**config.mk**
```make
export PLATFORM = sky130hd
export DESIGN_NAME = wb_regfile_unit
export DESIGN_NICKNAME = d
export VERILOG_FILES = /design/src/rtl/wb_regfile_unit.sv
export SDC_FILE = /design/constraint.sdc
export NUM_CORES = 2
export LEC_CHECK = 0
export BUFFER_PORTS_ARGS = -buffer_cell sky130_fd_sc_hd__buf_4
export CAP_MARGIN = 20
export CORE_MARGIN = 2
export CORE_UTILIZATION = 40
export DETAILED_ROUTE_END_ITERATION = 8
export PLACE_DENSITY = 0.62
export SLEW_MARGIN = 15
export SYNTH_ARGS = -nofsm -noshare
export SYNTH_HDL_FRONTEND = slang
export SYNTH_SLANG_ARGS = --single-unit
```
**constraint.sdc**
```tcl
create_clock -name clk -period 2.4 [get_ports clk]
set_input_delay 0 -clock clk [delete_from_list [all_inputs] [get_ports clk]]
set_output_delay 0 -clock clk [all_outputs]
set_load 0.02 [all_outputs]
```
**src/rtl/wb_regfile_unit.sv**
```systemverilog
`default_nettype none
// +--------------------------------------------------------------------------+
// | Module      : wb_regfile_unit                                            |
// | Description : Write-back stage with integrated register file. Captures   |
// |               the MEM-stage result into a WB pipeline register, selects  |
// |               ALU or aligned/extended load data, commits one write per   |
// |               instruction and serves two combinational read ports with   |
// |               write-first bypass.                                        |
// | Revision    : 1.0 - initial release                                      |
// +--------------------------------------------------------------------------+
// | Ports                                                                    |
// |   clk               in   clock, rising edge                              |
// |   rst               in   asynchronous reset, active low                  |
// |   stall             in   hold WB register, suppress commit               |
// |   flush             in   squash the instruction being captured           |
// |   in_valid          in   MEM-stage instruction valid                     |
// |   final_result      in   ALU/forwarded result                            |
// |   mem_data          in   raw data-memory word                            |
// |   mem_to_reg        in   1 = write load data, 0 = write final_result     |
// |   load_type         in   0 word, 1 byte s, 2 byte u, 3 half s, 4 half u  |
// |   byte_off          in   low address bits of the load                    |
// |   write_reg_out     in   destination register                            |
// |   reg_write_final   in   register write enable                           |
// |   ra1, ra2          in   read addresses                                  |
// |   rd1, rd2          out  read data                                       |
// |   wb_valid          out  WB register holds a valid instruction           |
// |   reg_write_to_file out  commit write at the next rising edge            |
// |   reg_write_addr    out  commit address                                  |
// |   reg_write_data    out  commit data                                     |
// +--------------------------------------------------------------------------+
module wb_regfile_unit #(
   parameter int DATA_W      = 32,
   parameter int ADDR_W      = 5,
   parameter bit ZERO_REG_EN = 1'b1
) (
   input  logic              clk,
   input  logic              rst,
   input  logic              stall,
   input  logic              flush,
   input  logic              in_valid,
   input  logic [DATA_W-1:0] final_result,
   input  logic [DATA_W-1:0] mem_data,
   input  logic              mem_to_reg,
   input  logic [2:0]        load_type,
   input  logic [1:0]        byte_off,
   input  logic [ADDR_W-1:0] write_reg_out,
   input  logic              reg_write_final,
   input  logic [ADDR_W-1:0] ra1,
   input  logic [ADDR_W-1:0] ra2,
   output logic [DATA_W-1:0] rd1,
   output logic [DATA_W-1:0] rd2,
   output logic              wb_valid,
   output logic              reg_write_to_file,
   output logic [ADDR_W-1:0] reg_write_addr,
   output logic [DATA_W-1:0] reg_write_data
);

   localparam int DEPTH = 1 << ADDR_W;

   localparam logic [2:0] LT_WORD   = 3'd0;
   localparam logic [2:0] LT_BYTE_S = 3'd1;
   localparam logic [2:0] LT_BYTE_U = 3'd2;
   localparam logic [2:0] LT_HALF_S = 3'd3;
   localparam logic [2:0] LT_HALF_U = 3'd4;

   // ------------------------------------------------------------------
   // WB pipeline register
   // ------------------------------------------------------------------
   logic [DATA_W-1:0] wb_result;
   logic [DATA_W-1:0] wb_mem_data;
   logic              wb_mem_to_reg;
   logic [2:0]        wb_load_type;
   logic [1:0]        wb_byte_off;
   logic [ADDR_W-1:0] wb_addr;
   logic              wb_we;

   // Stall has priority over flush: a flush arriving while stalled is
   // dropped because nothing is being captured that cycle.
   always_ff @(posedge clk or negedge rst) begin
      if (!rst) begin
         wb_valid      <= 1'b0;
         wb_result     <= '0;
         wb_mem_data   <= '0;
         wb_mem_to_reg <= 1'b0;
         wb_load_type  <= LT_WORD;
         wb_byte_off   <= 2'd0;
         wb_addr       <= '0;
         wb_we         <= 1'b0;
      end else if (!stall) begin
         wb_valid      <= in_valid & ~flush;
         wb_result     <= final_result;
         wb_mem_data   <= mem_data;
         wb_mem_to_reg <= mem_to_reg;
         wb_load_type  <= load_type;
         wb_byte_off   <= byte_off;
         wb_addr       <= write_reg_out;
         wb_we         <= reg_write_final;
      end
   end

   // ------------------------------------------------------------------
   // Load alignment. Byte/half lanes are always taken from the low 32
   // bits of the memory word, whatever the datapath width; a narrower
   // datapath is zero-padded up to 32 bits for lane selection.
   // ------------------------------------------------------------------
   logic [31:0] low_word;

   generate
      if (DATA_W >= 32) begin : g_low_word_wide
         assign low_word = wb_mem_data[31:0];
      end else begin : g_low_word_narrow
         assign low_word = {{(32-DATA_W){1'b0}}, wb_mem_data};
      end
   endgenerate

   logic [7:0]        byte_lane;
   logic [15:0]       half_lane;
   logic [DATA_W-1:0] load_data;

   always_comb begin
      byte_lane = 8'h00;
      case (wb_byte_off)
         2'd0:    byte_lane = low_word[7:0];
         2'd1:    byte_lane = low_word[15:8];
         2'd2:    byte_lane = low_word[23:16];
         default: byte_lane = low_word[31:24];
      endcase

      // Half loads ignore byte_off[0]; misaligned halves are not split.
      half_lane = wb_byte_off[1] ? low_word[31:16] : low_word[15:0];

      load_data = wb_mem_data;
      case (wb_load_type)
         LT_BYTE_S: load_data = {{(DATA_W-8){byte_lane[7]}}, byte_lane};
         LT_BYTE_U: load_data = {{(DATA_W-8){1'b0}}, byte_lane};
         LT_HALF_S: load_data = {{(DATA_W-16){half_lane[15]}}, half_lane};
         LT_HALF_U: load_data = {{(DATA_W-16){1'b0}}, half_lane};
         default:   load_data = wb_mem_data;   // word and reserved types
      endcase
   end

   assign reg_write_data = wb_mem_to_reg ? load_data : wb_result;
   assign reg_write_addr = wb_addr;

   // ------------------------------------------------------------------
   // Commit. Gating with ~stall makes a held instruction commit only on
   // its first unstalled cycle, so each instruction writes exactly once.
   // ------------------------------------------------------------------
   logic zero_dest;

   assign zero_dest         = ZERO_REG_EN && (wb_addr == '0);
   assign reg_write_to_file = wb_valid & wb_we & ~stall & ~zero_dest;

   // ------------------------------------------------------------------
   // Register file storage
   // ------------------------------------------------------------------
   logic [DATA_W-1:0] regs [DEPTH];

   always_ff @(posedge clk or negedge rst) begin
      if (!rst) begin
         for (int i = 0; i < DEPTH; i++) begin
            regs[i] <= '0;
         end
      end else if (reg_write_to_file) begin
         regs[reg_write_addr] <= reg_write_data;
      end
   end

   // ------------------------------------------------------------------
   // Read ports: write-first bypass so a value being committed this
   // cycle is visible to decode without waiting for the storage edge.
   // ------------------------------------------------------------------
   function automatic logic [DATA_W-1:0] read_port(
      input logic [ADDR_W-1:0] addr,
      input logic [DATA_W-1:0] stored,
      input logic              commit,
      input logic [ADDR_W-1:0] waddr,
      input logic [DATA_W-1:0] wdata
   );
      logic [DATA_W-1:0] value;
      value = stored;
      if (commit && (addr == waddr)) begin
         value = wdata;
      end
      if (ZERO_REG_EN && (addr == '0)) begin
         value = '0;
      end
      return value;
   endfunction

   assign rd1 = read_port(ra1, regs[ra1], reg_write_to_file, reg_write_addr, reg_write_data);
   assign rd2 = read_port(ra2, regs[ra2], reg_write_to_file, reg_write_addr, reg_write_data);

endmodule
`default_nettype wire

```
Word-level counts from Yosys, hierarchy flattened:

Cells that the tools add are included.

* magnitude comparators: 4
* equal/unequal tests: 8
* mux-type cells: 17
* bitwise operators: 10
* reduce and logical (&&, ||, !) cells: 7

Operators with widths (count)
* bitwise mux 1024 bit: 1
* binary-select mux 32 bit (select 5 bit): 2
* two-way mux 32 bit: 10
* demux 32 bit (select 5 bit): 1
* case mux 32 bit (4 select lines): 1
* case mux 8 bit (3 select lines): 1
* greater-or-equal comparator 6 bit (second input constant): 3
* inverter 5 -> 6 bit: 3
* two-way mux 16 bit: 1
* zero test 5 bit: 3
* equality test 5 bit: 2
* equality test 3 x 2 -> 1 bit (second input constant): 2
* less-than comparator 6 x 1 -> 1 bit (second input constant): 1
* bitwise AND 1 bit: 4
* equality test 3 x 1 -> 1 bit (second input constant): 1
* equality test 3 bit (second input constant): 1
* logical AND 1 bit: 3
* inverter 1 bit: 3
* equality test 2 x 1 -> 1 bit (second input constant): 1
* equality test 2 bit (second input constant): 1
* zero test 2 bit: 1

* bits in registers: 1101
* bits of input ports: 91
* output and inout bits: 103
* logic and storage cells: 86

Depth between registers and ports, before layout:

* depth in word-level cells: 6
* mapped depth: 10
* depth with buffers taken out: 5

Worst setup path after synthesis:

No wires, ideal clock.

* path type: reg2out
* from: reg wb_addr[2] (netlist: reg_write_addr[2])
* to: out rd2[15]
* arrival: 2521 ps
* data required time: 2400 ps
* path slack: -121 ps
* cell stages (with the launch flop): 9
* path buffers: 3
* cell sequence: dfrtp_1 buf_2 nor3_1 a21oi_1 and4_1 buf_2 buf_1 nor4_1 a211oi_1

* longest elaborated chain between the ends: 6

RTL lines
* from (decl): RTL line 74 `logic [ADDR_W-1:0] wb_addr;`
* from (signal assigned): RTL line 96 `wb_addr <= write_reg_out;`
* zero test 5 bit: RTL line 151 `assign zero_dest = ZERO_REG_EN && (wb_addr == '0);`
* inverter 1 bit: RTL line 152 `assign reg_write_to_file = wb_valid & wb_we & ~stall & ~zero_dest;`
* bitwise AND 1 bit: RTL line 152
* net reg_write_to_file: RTL line 53 `output logic reg_write_to_file,`
* logical AND 1 bit: RTL line 182 `if (commit && (addr == waddr)) begin`
* two-way mux 32 bit: RTL line 182
* two-way mux 32 bit: RTL line 185 `if (ZERO_REG_EN && (addr == '0)) begin`
* to (decl): RTL line 51 `output logic [DATA_W-1:0] rd2,`

The timed path passes the listed nets, and every way through them passes these cells.

Final worst setup path:

* from: reg wb_byte_off[0]
* to: out rd2[8]

* longest elaborated chain between the ends: 6

RTL lines
* from (decl): RTL line 73 `logic [1:0] wb_byte_off;`
* from (signal assigned): RTL line 95 `wb_byte_off <= byte_off;`
* equality test 2 bit (tied with other cells): RTL line 122 `case (wb_byte_off)`
* case mux 8 bit (3 select lines) (*): RTL line 122
* case mux 32 bit (4 select lines) (*): RTL line 133 `case (wb_load_type)`
* two-way mux 32 bit (*): RTL line 142 `assign reg_write_data = wb_mem_to_reg ? load_data : wb_result;`
* two-way mux 32 bit (*): RTL line 182
* two-way mux 32 bit (*): RTL line 185

Every way passes the cells marked *; elsewhere a longest branch is shown, timed or not.

==> flow_summary_export.csv <==
group,metric,value,unit
outcome,status,"finished with violations",
outcome,violations,"setup timing",
detailed_routing,first_pass_iters,6,
yosys,synth_cell_types,69,
worst_setup_path,setup.worst_path.end_class,"output port",
timing,tns,-47.08,ns
timing,hold_violations,0,
timing,hold_slack,0.0318,ns
clock_network,h-tree-depth,3,
worst_hold_path,hold-path-cell-count,3,
yosys,synthArstFlopShare,100,%
power,cellLeakagePower,32.8,nW
clock_network,cts_tree,"done",
timing,fmax,0.331,GHz
finish,nets,6102,
global_routing,grt_overflow,0,
finish,largest_register_ff_count,1024,
finish,area_delta_synth_final,31.7,%
yosys,yosys_warnings,0,
place,post-dp-hpwl,140000,um
global_routing,grt_pass1_vias,48000,
detailed_routing,vias,50600,
detailed_routing,drc,0,
clock_network,cts.sinks,1101,
global_routing,antenna_found_initial,4,
finish,final_cell_mix,"dfrtp_1, nor2_1, buf_4",
place,place.gp.congestion,0.901,
power,vdd.ir_drop.worst,0.645,mV
timing,worst_slack,-0.617,ns
worst_setup_path,critPathRequiredTime,2.40,ns
yosys,netlist_area,58300,sq um
clock_network,cts_buffers,119,
worst_setup_path,ff2ff_path_depth,12,
timing,rsz0062_at_grt,"true",
worst_setup_path,worst-r2r-setup-slack,-0.03,ns
clock_network,cts_root_buffer,"clkbuf_16",
floorplanning,die_w,386,um
yosys,syn_avg_cell_area,10.8,sq um
floorplanning,die_y,386,um
global_routing,groute.usage.overall,29.1,%
detailed_routing,vias_per_cell,6.30,
detailed_routing,ant_nets,0,
finish,regMostFlops,"regs",
floorplanning,start_util,40.2,%
worst_hold_path,hp-class,"input port to flip-flop",
global_routing,grt_pass1_wl,323000,um
finish,final_common_cell,"dfrtp_1",
floorplanning,die_area,149000,sq um
finish,final_core_util,52.9,%
yosys,synth_edf_count,0,
flow_run,max_cap_viol_count,0,
yosys,yosysSeqAreaShare,47.2,%
timing,max_slew_margin,34.9,%
worst_setup_path,rr_endpoint,"regs[813]$_DFFE_PN0P_",
yosys,ys_ff_latch,1101,
clock_network,cts_max_path_buffers,3,
yosys,synth_flop_cell,"dfrtp_1",
worst_setup_path,crit_start,"wb_byte_off[0]$_DFFE_PN0N_",
timing,period_minus_slack,3.02,ns
worst_setup_path,crit_path_max_fanout,6,
detailed_routing,drt_first_iter_violations,6271,
floorplanning,rows,140,
worst_setup_path,crit_arrival,3.02,ns
place,post-place-ws,-0.379,ns
timing,timing.final.crit_share,126,%
timing,slew_viol_final,0,
yosys,syn-num-nets,5485,
clock_network,clk_pin_slew_worst_paths,0.06,ns
clock_network,worstSkewPairLatency,0.79,ns
yosys,post_synth_inst_count,5394,
worst_setup_path,r2r-start,"wb_byte_off[0]$_DFFE_PN0N_",
worst_setup_path,start_kind,"flip-flop",
global_routing,grt_max_degree,130,
worst_setup_path,crit_path_end,"rd2[8]",
finish,layout-drive-gt1-share,32.8,%
timing,tightest_slew,0.976,ns
detailed_routing,wirelength,225000,um
power,power_density,743,nW/um^2
worst_setup_path,crit_type,"flip-flop to output port",
detailed_routing,wl_per_cell,28.0,um
timing,setup_violations,114,
place,port_buffers,193,
timing,fin_skew,0.0661,ns
finish,final.fill_count,12200,
floorplanning,io_pins,194,
floorplanning,coreArea,145000,sq um
-- worst max-delay path: stages (launching register included) --
cell and delay (ns):
dfrtp_1 0.42, buf_4 0.15, mux2_4 0.22, o221ai_4 0.10, a211oi_4 0.32, buf_4 0.16
buf_6 0.11, o21ai_4 0.06, buf_12 0.16, a311oi_4 0.37, buf_6 0.17
-- stage by stage --
| step | power (mW) | cells | instance area [sq um] |
|---|---|---|---|
| 2_1_floorplan | 29.2 | 5394 | 58600 |
| 3_3_place_gp | 33.8 | 7426 | 66200 |
| 3_5_place_dp | 34.1 | 7426 | 66200 |
| 4_1_cts | 55.9 | 7915 | 74800 |
| 5_1_grt | 59.0 | 8029 | 76800 |
| 6_report | 57.1 | 8029 | 76800 |
-- Yosys cell counts (all sizes together), types with 10 or more instances --
cell type | instances | area share (%)
a2111oi | 10 | 0.15
a211oi | 115 | 1.6
a21oi | 506 | 4.3
a22oi | 59 | 0.91
a311oi | 24 | 0.36
a31oi | 389 | 4.2
buf | 254 | 2.4
clkbuf | 345 | 2.2
dfrtp | 1101 | 47
inv | 43 | 0.28
mux2 | 95 | 1.8
mux2i | 92 | 1.6
mux4 | 460 | 18
nand2 | 279 | 1.8
nand2b | 24 | 0.26
nand3b | 10 | 0.13
nor2 | 974 | 6.3
nor2b | 78 | 0.84
nor3 | 52 | 0.45
nor4 | 77 | 0.83
o21a | 17 | 0.22
o21ai | 182 | 1.6
o221ai | 26 | 0.39
o22ai | 73 | 0.78
or2 | 10 | 0.11
-- how the worst min path moves through the flow --
stage	start	to	slack, ns
floorplan	rst	low_word[0]$_DFFE_PN0N_	-0.30
global placement	rst	wb_result[14]$_DFFE_PN0N_	-0.1
detailed placement	rst	wb_result[14]$_DFFE_PN0N_	-0.1
CTS	final_result[17]	wb_result[17]$_DFFE_PN0N_	0.0005
global route	final_result[7]	wb_result[7]$_DFFE_PN0N_	0.03
finish	final_result[11]	wb_result[11]$_DFFE_PN0N_	0.03
-- layer usage --
layer	up-vias	track usage (%)	wire, um
met5	-	0	0
met1	25800	42.5	92400
met3	453	6.58	27000
met2	3109	42.4	97600
li1	21200	-	-
met4	0	10.6	8240
-- cell families (layout without fill, tap and decap cells) --
family | after synthesis | count (layout) | share of synthesized area [%]
simple gates | 1539 | 1539 | 11.1
xor+xnor | 12 | 12 | 0.180
flops | 1101 | 1101 | 47.2
other cells | 0 | 1 | 0
compound gates | 1451 | 1451 | 15.4
buf+inv | 644 | 1361 | 4.90
mux | 647 | 647 | 21.2
-- final cells by class --
class                           instances  area (sq um)  share of cell area [%]
Clock inverter                         42           637                   0.829
Tap cell                             1917          2400                    3.12
Antenna cell                            1          2.50                 0.00326
Timing Repair Buffer                 1095         12600                    16.4
Multi-Input combinational cell       3649         29800                    38.8
Sequential cell                      1101         27600                    35.9
Clock buffer                          179          3620                    4.72
Inverter                               45           233                   0.303
-- power breakdown --
group | switching [mW] | total (mW) | internal (mW)
Sequential | 1.74 | 22.4 | 20.7
Combinational | 7.72 | 14.8 | 7.04
Clock | 8.21 | 19.9 | 11.7
Total | 17.7 | 57.1 | 39.4
-- what timing repair did --
action / 4_1_cts / 5_1_grt
endpoints found under the setup margin: 96 / 375
hold endpoints to repair: 1169 / 0
setup buffers: 108 / 119
cloned: 26 / 29
resized for setup: 260 / 194
hold buffers: 138 / 0
pin swaps: 57 / 72
(Power assumes the default switching activity.)
